===== src/rtl/rr_mux_8_to_1.sv =====
// 8-to-1 round-robin merging mux with valid/ready handshake.
// Each output word carries the index of the source lane it came from.
module rr_mux_8_to_1 #(
  parameter  int unsigned DATA_W  = 8,
  localparam int unsigned N_LANES = 8,
  localparam int unsigned SEL_W   = 3
) (
  input  logic                        clk,
  input  logic                        rst,
  input  logic [N_LANES-1:0]          in_valid,
  input  logic [N_LANES*DATA_W-1:0]   in_data,
  output logic [N_LANES-1:0]          in_ready,
  output logic                        out_valid,
  output logic [DATA_W-1:0]           out_data,
  output logic [SEL_W-1:0]            out_sel,
  input  logic                        out_ready
);

  typedef enum logic {
    EMPTY = 1'b0,
    FULL  = 1'b1
  } state_t;

  state_t             state;
  state_t             state_nxt;
  logic [SEL_W-1:0]   ptr;
  logic [SEL_W-1:0]   ptr_nxt;
  logic [SEL_W-1:0]   sel_nxt;
  logic [SEL_W-1:0]   grant;
  logic [SEL_W-1:0]   idx;
  logic [DATA_W-1:0]  data_nxt;
  logic               found;
  logic               ld;
  logic [DATA_W-1:0]  lane_data [N_LANES];

  for (genvar i = 0; i < N_LANES; i++) begin : g_unpack
    assign lane_data[i] = in_data[i*DATA_W +: DATA_W];
  end

  // First valid lane scanning upward from ptr, wrapping modulo 8.
  always_comb begin
    found = 1'b0;
    grant = '0;
    idx   = '0;
    for (int k = 0; k < N_LANES; k++) begin
      idx = SEL_W'(ptr + SEL_W'(k));
      if (!found && in_valid[idx]) begin
        found = 1'b1;
        grant = idx;
      end
    end
  end

  // Next-state and handshake; a grant is only issued when the output slot can be refilled.
  always_comb begin
    ld        = (state == EMPTY) || out_ready;
    in_ready  = '0;
    state_nxt = state;
    ptr_nxt   = ptr;
    data_nxt  = out_data;
    sel_nxt   = out_sel;
    if (ld && !rst) begin
      if (found) begin
        in_ready[grant] = 1'b1;
        state_nxt       = FULL;
        ptr_nxt         = SEL_W'(grant + SEL_W'(1));
        data_nxt        = lane_data[grant];
        sel_nxt         = grant;
      end else begin
        state_nxt = EMPTY;
      end
    end
  end

  always_ff @(posedge clk) begin
    if (rst) begin
      state    <= EMPTY;
      ptr      <= '0;
      out_data <= '0;
      out_sel  <= '0;
    end else begin
      state    <= state_nxt;
      ptr      <= ptr_nxt;
      out_data <= data_nxt;
      out_sel  <= sel_nxt;
    end
  end

  assign out_valid = (state == FULL);

endmodule

===== config.mk =====
export PLATFORM = sky130hd
export DESIGN_NAME = rr_mux_8_to_1
export DESIGN_NICKNAME = d
export VERILOG_FILES = /design/src/rtl/rr_mux_8_to_1.sv
export SDC_FILE = /design/constraint.sdc
export NUM_CORES = 1
export LEC_CHECK = 0
export BUFFER_PORTS_ARGS = -buffer_cell sky130_fd_sc_hd__buf_2
export CAP_MARGIN = 20
export CORE_MARGIN = 2
export CORE_UTILIZATION = 26
export DETAILED_ROUTE_END_ITERATION = 16
export PLACE_DENSITY_LB_ADDON = 0.1
export SYNTH_ARGS = -nofsm -noshare
export SYNTH_HDL_FRONTEND = slang
export SYNTH_SLANG_ARGS = --single-unit

===== constraint.sdc =====
create_clock -name clk -period 5.8 [get_ports clk]
set_clock_uncertainty 0.1 [all_clocks]
set_input_delay 1.16 -clock clk [delete_from_list [all_inputs] [get_ports clk]]
set_output_delay 1.16 -clock clk [all_outputs]
set_load 0.01 [all_outputs]

======== After elaboration in Yosys (flattened, before gate mapping) ========
Cells that the tools add are included.
cells by class
  add/subtract/negate cells ............... 8
  order comparisons ....................... 11
  bitwise operators ....................... 2
  muxes and demuxes ....................... 40
  reductions and logical operators ........ 19
operator list
  cell                                                                    number
  3-bit by 4-bit < comparator with 1-bit output (second input constant)   9
  8-bit two-way mux                                                       4
  1-bit binary-select mux with 3-bit select                               8
  8-bit binary-select mux with 3-bit select                               1
  3-bit two-way mux                                                       8
  1-bit two-way mux                                                       18
  3-bit adder (second input constant)                                     4
  1-bit logical AND                                                       9
  1-bit zero test                                                         8
  3-bit by 1-bit adder with 3-bit output (second input constant)          2
  3-bit by 2-bit adder with 3-bit output (second input constant)          2
  4-bit >= comparator (second input constant)                             1
  3-bit NOT with 4-bit output                                             1
  1-bit demux with 3-bit select                                           1
  3-bit by 1-bit >= comparator with 1-bit output (second input constant)  1
  2-bit AND reduction                                                     1
  1-bit logical OR                                                        1
  1-bit NOT                                                               1
storage, ports and cells
  input bits .............................. 75
  logic and storage cells ................. 84
  bits in registers ....................... 15
  output and inout port bits .............. 20

======== Logic depth before layout (Yosys ltp) ========
  word-level depth ........................ 30
  gate-level depth with buffers ........... 18

======== Worst setup path after synthesis ========
OpenSTA, ideal clock, no wires.
  path kind ............................... reg-to-output
  from .................................... reg ptr[1]
  to ...................................... out in_ready[2]
  slack ................................... 1,037 ps
  arrival ................................. 3,503 ps
  cell stages (with the launch flop) ...... 16
  required time ........................... 4,540 ps
  cells stage by stage .................... dfxtp_1 > buf_2 > inv_1 > clkbuf_1 > ha_1 > buf_2 > buf_6 > mux2_2 > a221o_1 > o2bb2ai_2 > nand2_2 > o32ai_2 > o2bb2ai_1 > buf_2 > or2_2 > nor3_1
between the ends
  longest elaborated chain between the ends .. 30
RTL lines
  element                                                                          RTL line  RTL
  start: declaration                                                               26        logic [SEL_W-1:0] ptr;
  start signal: assignment                                                         83        ptr <= ptr_nxt;
  branches (longest 28 deep; another with 3-bit by 1-bit adder with 3-bit output)  -
  8-bit two-way mux (*)                                                            63        if (found) begin
  8-bit two-way mux (*)                                                            62        if (ld && !rst) begin
  end: declaration                                                                 12        output logic [N_LANES-1:0] in_ready,
Mark *: on every way between the ends. The select of a mux whose other input is x is not followed.

======== Worst setup path in the final report ========
  from .................................... reg ptr[1]
  to ...................................... out in_ready[6]
The elaborated chain is that of the path after synthesis.

==> results.md <==
* Status: completed
* Detail Route Antenna Nets at 0
* Worst Setup Start Kind: flip-flop
* Post-synth EDFFs at 0
* Worst Hold Path EP: out_sel[2]$_SDFFE_PP0P_
* Mapped Nets at 347
* Site row count at 34
* Post_cts resized at 0
* Int Power at 0.7967 mW
* Arrival time at the worst endpoint at 4.03 ns
* Ant diodes at 0
* Clock buffer depth at 2
* Initial antenna violation count at 0
* Worst reg2reg path startpoint: ptr[1]$_SDFFE_PP0P_
* Syn avg cell area at 8.573 sq um
* TritonCTS clock tree: yes
* Setup TNS at 0 ns
* Post-DP HPWL at 5846 um
* DRC at 0
* Input/output buffers at 94
* Commonest cells after routing, fill and taps aside: buf_2 (94), nand2_1 (42), mux2i_1 (25)
* Max-slew violation count at 0
* Hold Crit Start: out_sel[2]$_SDFFE_PP0P_
* Total track usage at 0.1492
* Register clock-pin slew on the reported worst setup and hold paths at 0.07 ns
* Die height at 98.36 um
* RR Endpoint: out_data[3]$_SDFFE_PP0P_
* PD cells at 594.8 nW/um^2
* Sequential area share after synthesis at 0.1297
* Final WL at 7470 um
* Iter 0 DRT Violations at 120
* Normalized max-slew margin at 0.4869
* Tmin final at 5.293 ns
* Setup crit end kind: output port
* Die area at 9674 sq um
* Dpl cell area at 2809 sq um
* Switch share at 0.5313
* Hold path depth at 2
* GR Util met1 at 0.2142
* Post-synthesis cell area at 2315 sq um
* DR vias/cell at 5.186
* Post-CTS setup buffers at 0
* P_leak at 1.279 nW
* Combinational Power Share at 0.842
* Largest net degree at the start of global routing at 27
* H-Tree Depth at 1
* Yosys warns at 0
* Primary FF master, synth: dfxtp_1
* Top area cells in the synthesized netlist: dfxtp_1 (13%), mux4_2 (13%), mux2i_1 (11%), nand2_1 (6.8%), a32o_1 (5.2%)
* I/O pin count at 95
* Die Width at 98.36 um
* Place WS at 0.7375 ns
* Layout cells sized above 1 at 0.4153
* Fin crit share at 0.9125
* Worst setup margin at 0.5072 ns
* Fmax at 188.9 MHz
* Cell taking the most area after synthesis: dfxtp_1
* Crit path required time at 4.54 ns
* Final nets at 432
* Remaining global-route overflow at 0
* Post-route cell area at 2858 sq um
* Post-synth ARST share at 0
* VDD IR-drop max at 0.1642 mV
* Most common cell after layout, fill and taps aside: buf_2
* Pre-Repair DR Iteration Count at 4
* Sequential Power Share at 0.104
* Launch point of the worst path: ptr[1]$_SDFFE_PP0P_
* Final hold slack at 0.3808 ns
* Clock network power share at 0.053
* R2R setup slack at 1.75 ns
* Grt peak-use layer: met2
* Initial Util at 0.2667
* Root buffer cell: clkbuf_8
* Worst-skew pair later-pin latency at 0.25 ns
* Synth unique cells at 56
* Drt wl/cell at 16.17 um
* Worst hold path type: flip-flop to flip-flop
* Path type of the worst setup path: flip-flop to output port
* Crit-path max FO at 15
* First-pass GRT wire length at 11970 um
* Area grow syn2layout at 23.46%
* CTS Buf Count at 3
* Gate Count Post-Synth at 270
* Clk sink count at 15
* Worst-Margin Slew at 0.7638 ns
* Grt met3 use at 0.02935
* Share of the synthesized area in the top cell type at 0.1297
* Seq cells post-synth at 15
* Core Area at 8678 sq um
* Unrepaired setup endpoints after global routing: no
* Vias in the first global route at 2324
* Post-CTS Hold Buffers at 0
* Endpoints failing hold at 0
* Met2 usage at 0.2433
* Worst reg-to-reg path cell count at 12
* Switch Pwr at 0.9031 mW
* Final Wtd Congestion at 0.8281
* MaxCap Viol Count at 0
* Final setup violation count at 0
* Tot Pwr at 1.700 mW
* Via Count at 2396
worst max-delay path: stages, from the launching register on:
cell and delay, ns:
dfxtp_1 0.34, inv_1 0.07, ha_1 0.73, mux2i_1 0.29, mux4_2 0.53, o2bb2ai_2 0.19
nand2_2 0.15, nor4b_1 0.09, nor3_1 0.63, nand2_1 0.34, nor3_1 0.27, buf_2 0.17
final cells by class:
type / instances / area, sq um
clock buffers: 3 / 41.29
clock inverters: 1 / 7.507
fillers: 952 / 5821
inverters: 7 / 26.28
multi-input cells: 227 / 1824
flip-flops and latches: 15 / 300.3
well taps: 108 / 135.1
repair buffers: 101 / 523.0
routing by layer:
metal / part of all wire / routed length [um]
met1: 0.48 / 3613
met2: 0.47 / 3504
met3: 0.043 / 320
met4: 0.0041 / 31
met5: 0 / 0
per-stage QoR:
stage | std cells | util
after global placement | 458 | 0.3237
after detailed placement | 458 | 0.3237
after CTS | 462 | 0.3293
after floorplan | 270 | -
final | 462 | 0.3293
after global routing | 462 | 0.3293
power groups by stage:
stage          clock network, mW  registers, mW  logic, mW
2_1_floorplan                  0          0.179       1.17
3_3_place_gp                   0          0.180       1.45
3_5_place_dp                   0          0.179       1.43
4_1_cts                   0.0926          0.178       1.44
5_1_grt                   0.0974          0.183       1.58
6_report                  0.0908          0.177       1.43
kinds of logic after synthesis:
family | synth area share
simple gates | 0.2119
flops | 0.1297
fa+ha+maj | 0.01081
mux | 0.2930
xor+xnor | 0.01135
buf+inv | 0.08216
compound gates | 0.2611
cell usage after synthesis (2+ instances only):
| library cell | count |
|---|---|
| nand2_1 | 42 |
| mux2i_1 | 25 |
| nor2_1 | 16 |
| dfxtp_1 | 15 |
| mux4_2 | 13 |
| a32o_1 | 12 |
| o21ai_0 | 12 |
| a21oi_1 | 11 |
| nand3b_1 | 9 |
| mux2_2 | 8 |
| inv_1 | 7 |
| o31ai_2 | 7 |
| buf_6 | 6 |
| clkbuf_1 | 6 |
| buf_2 | 5 |
| nor3_1 | 5 |
| a211oi_1 | 4 |
| a21o_1 | 4 |
| a221o_1 | 4 |
| nand3_1 | 4 |
| nor2b_1 | 4 |
| a31oi_1 | 3 |
| mux2_4 | 3 |
| o211ai_1 | 3 |
| o21bai_1 | 3 |
| and3_1 | 2 |
| buf_12 | 2 |
| ha_1 | 2 |
| nand2_2 | 2 |
| o22ai_1 | 2 |
| or2_2 | 2 |
| or3_1 | 2 |
| xnor2_1 | 2 |
how the worst max path moves through the flow:
stage                   to  cells after the start
2_1_floorplan  in_ready[2]                     15
3_3_place_gp   in_ready[6]                     10
3_5_place_dp   in_ready[6]                     10
4_1_cts        in_ready[6]                     11
5_1_grt        in_ready[6]                     11
6_report       in_ready[6]                     11
flip-flops by register name, indices dropped and copies added, names as in the netlist:
name	count
out_data	8
out_valid	1
out_sel	3
ptr	3
No activity file was read; power rests on OpenSTA's default activity.
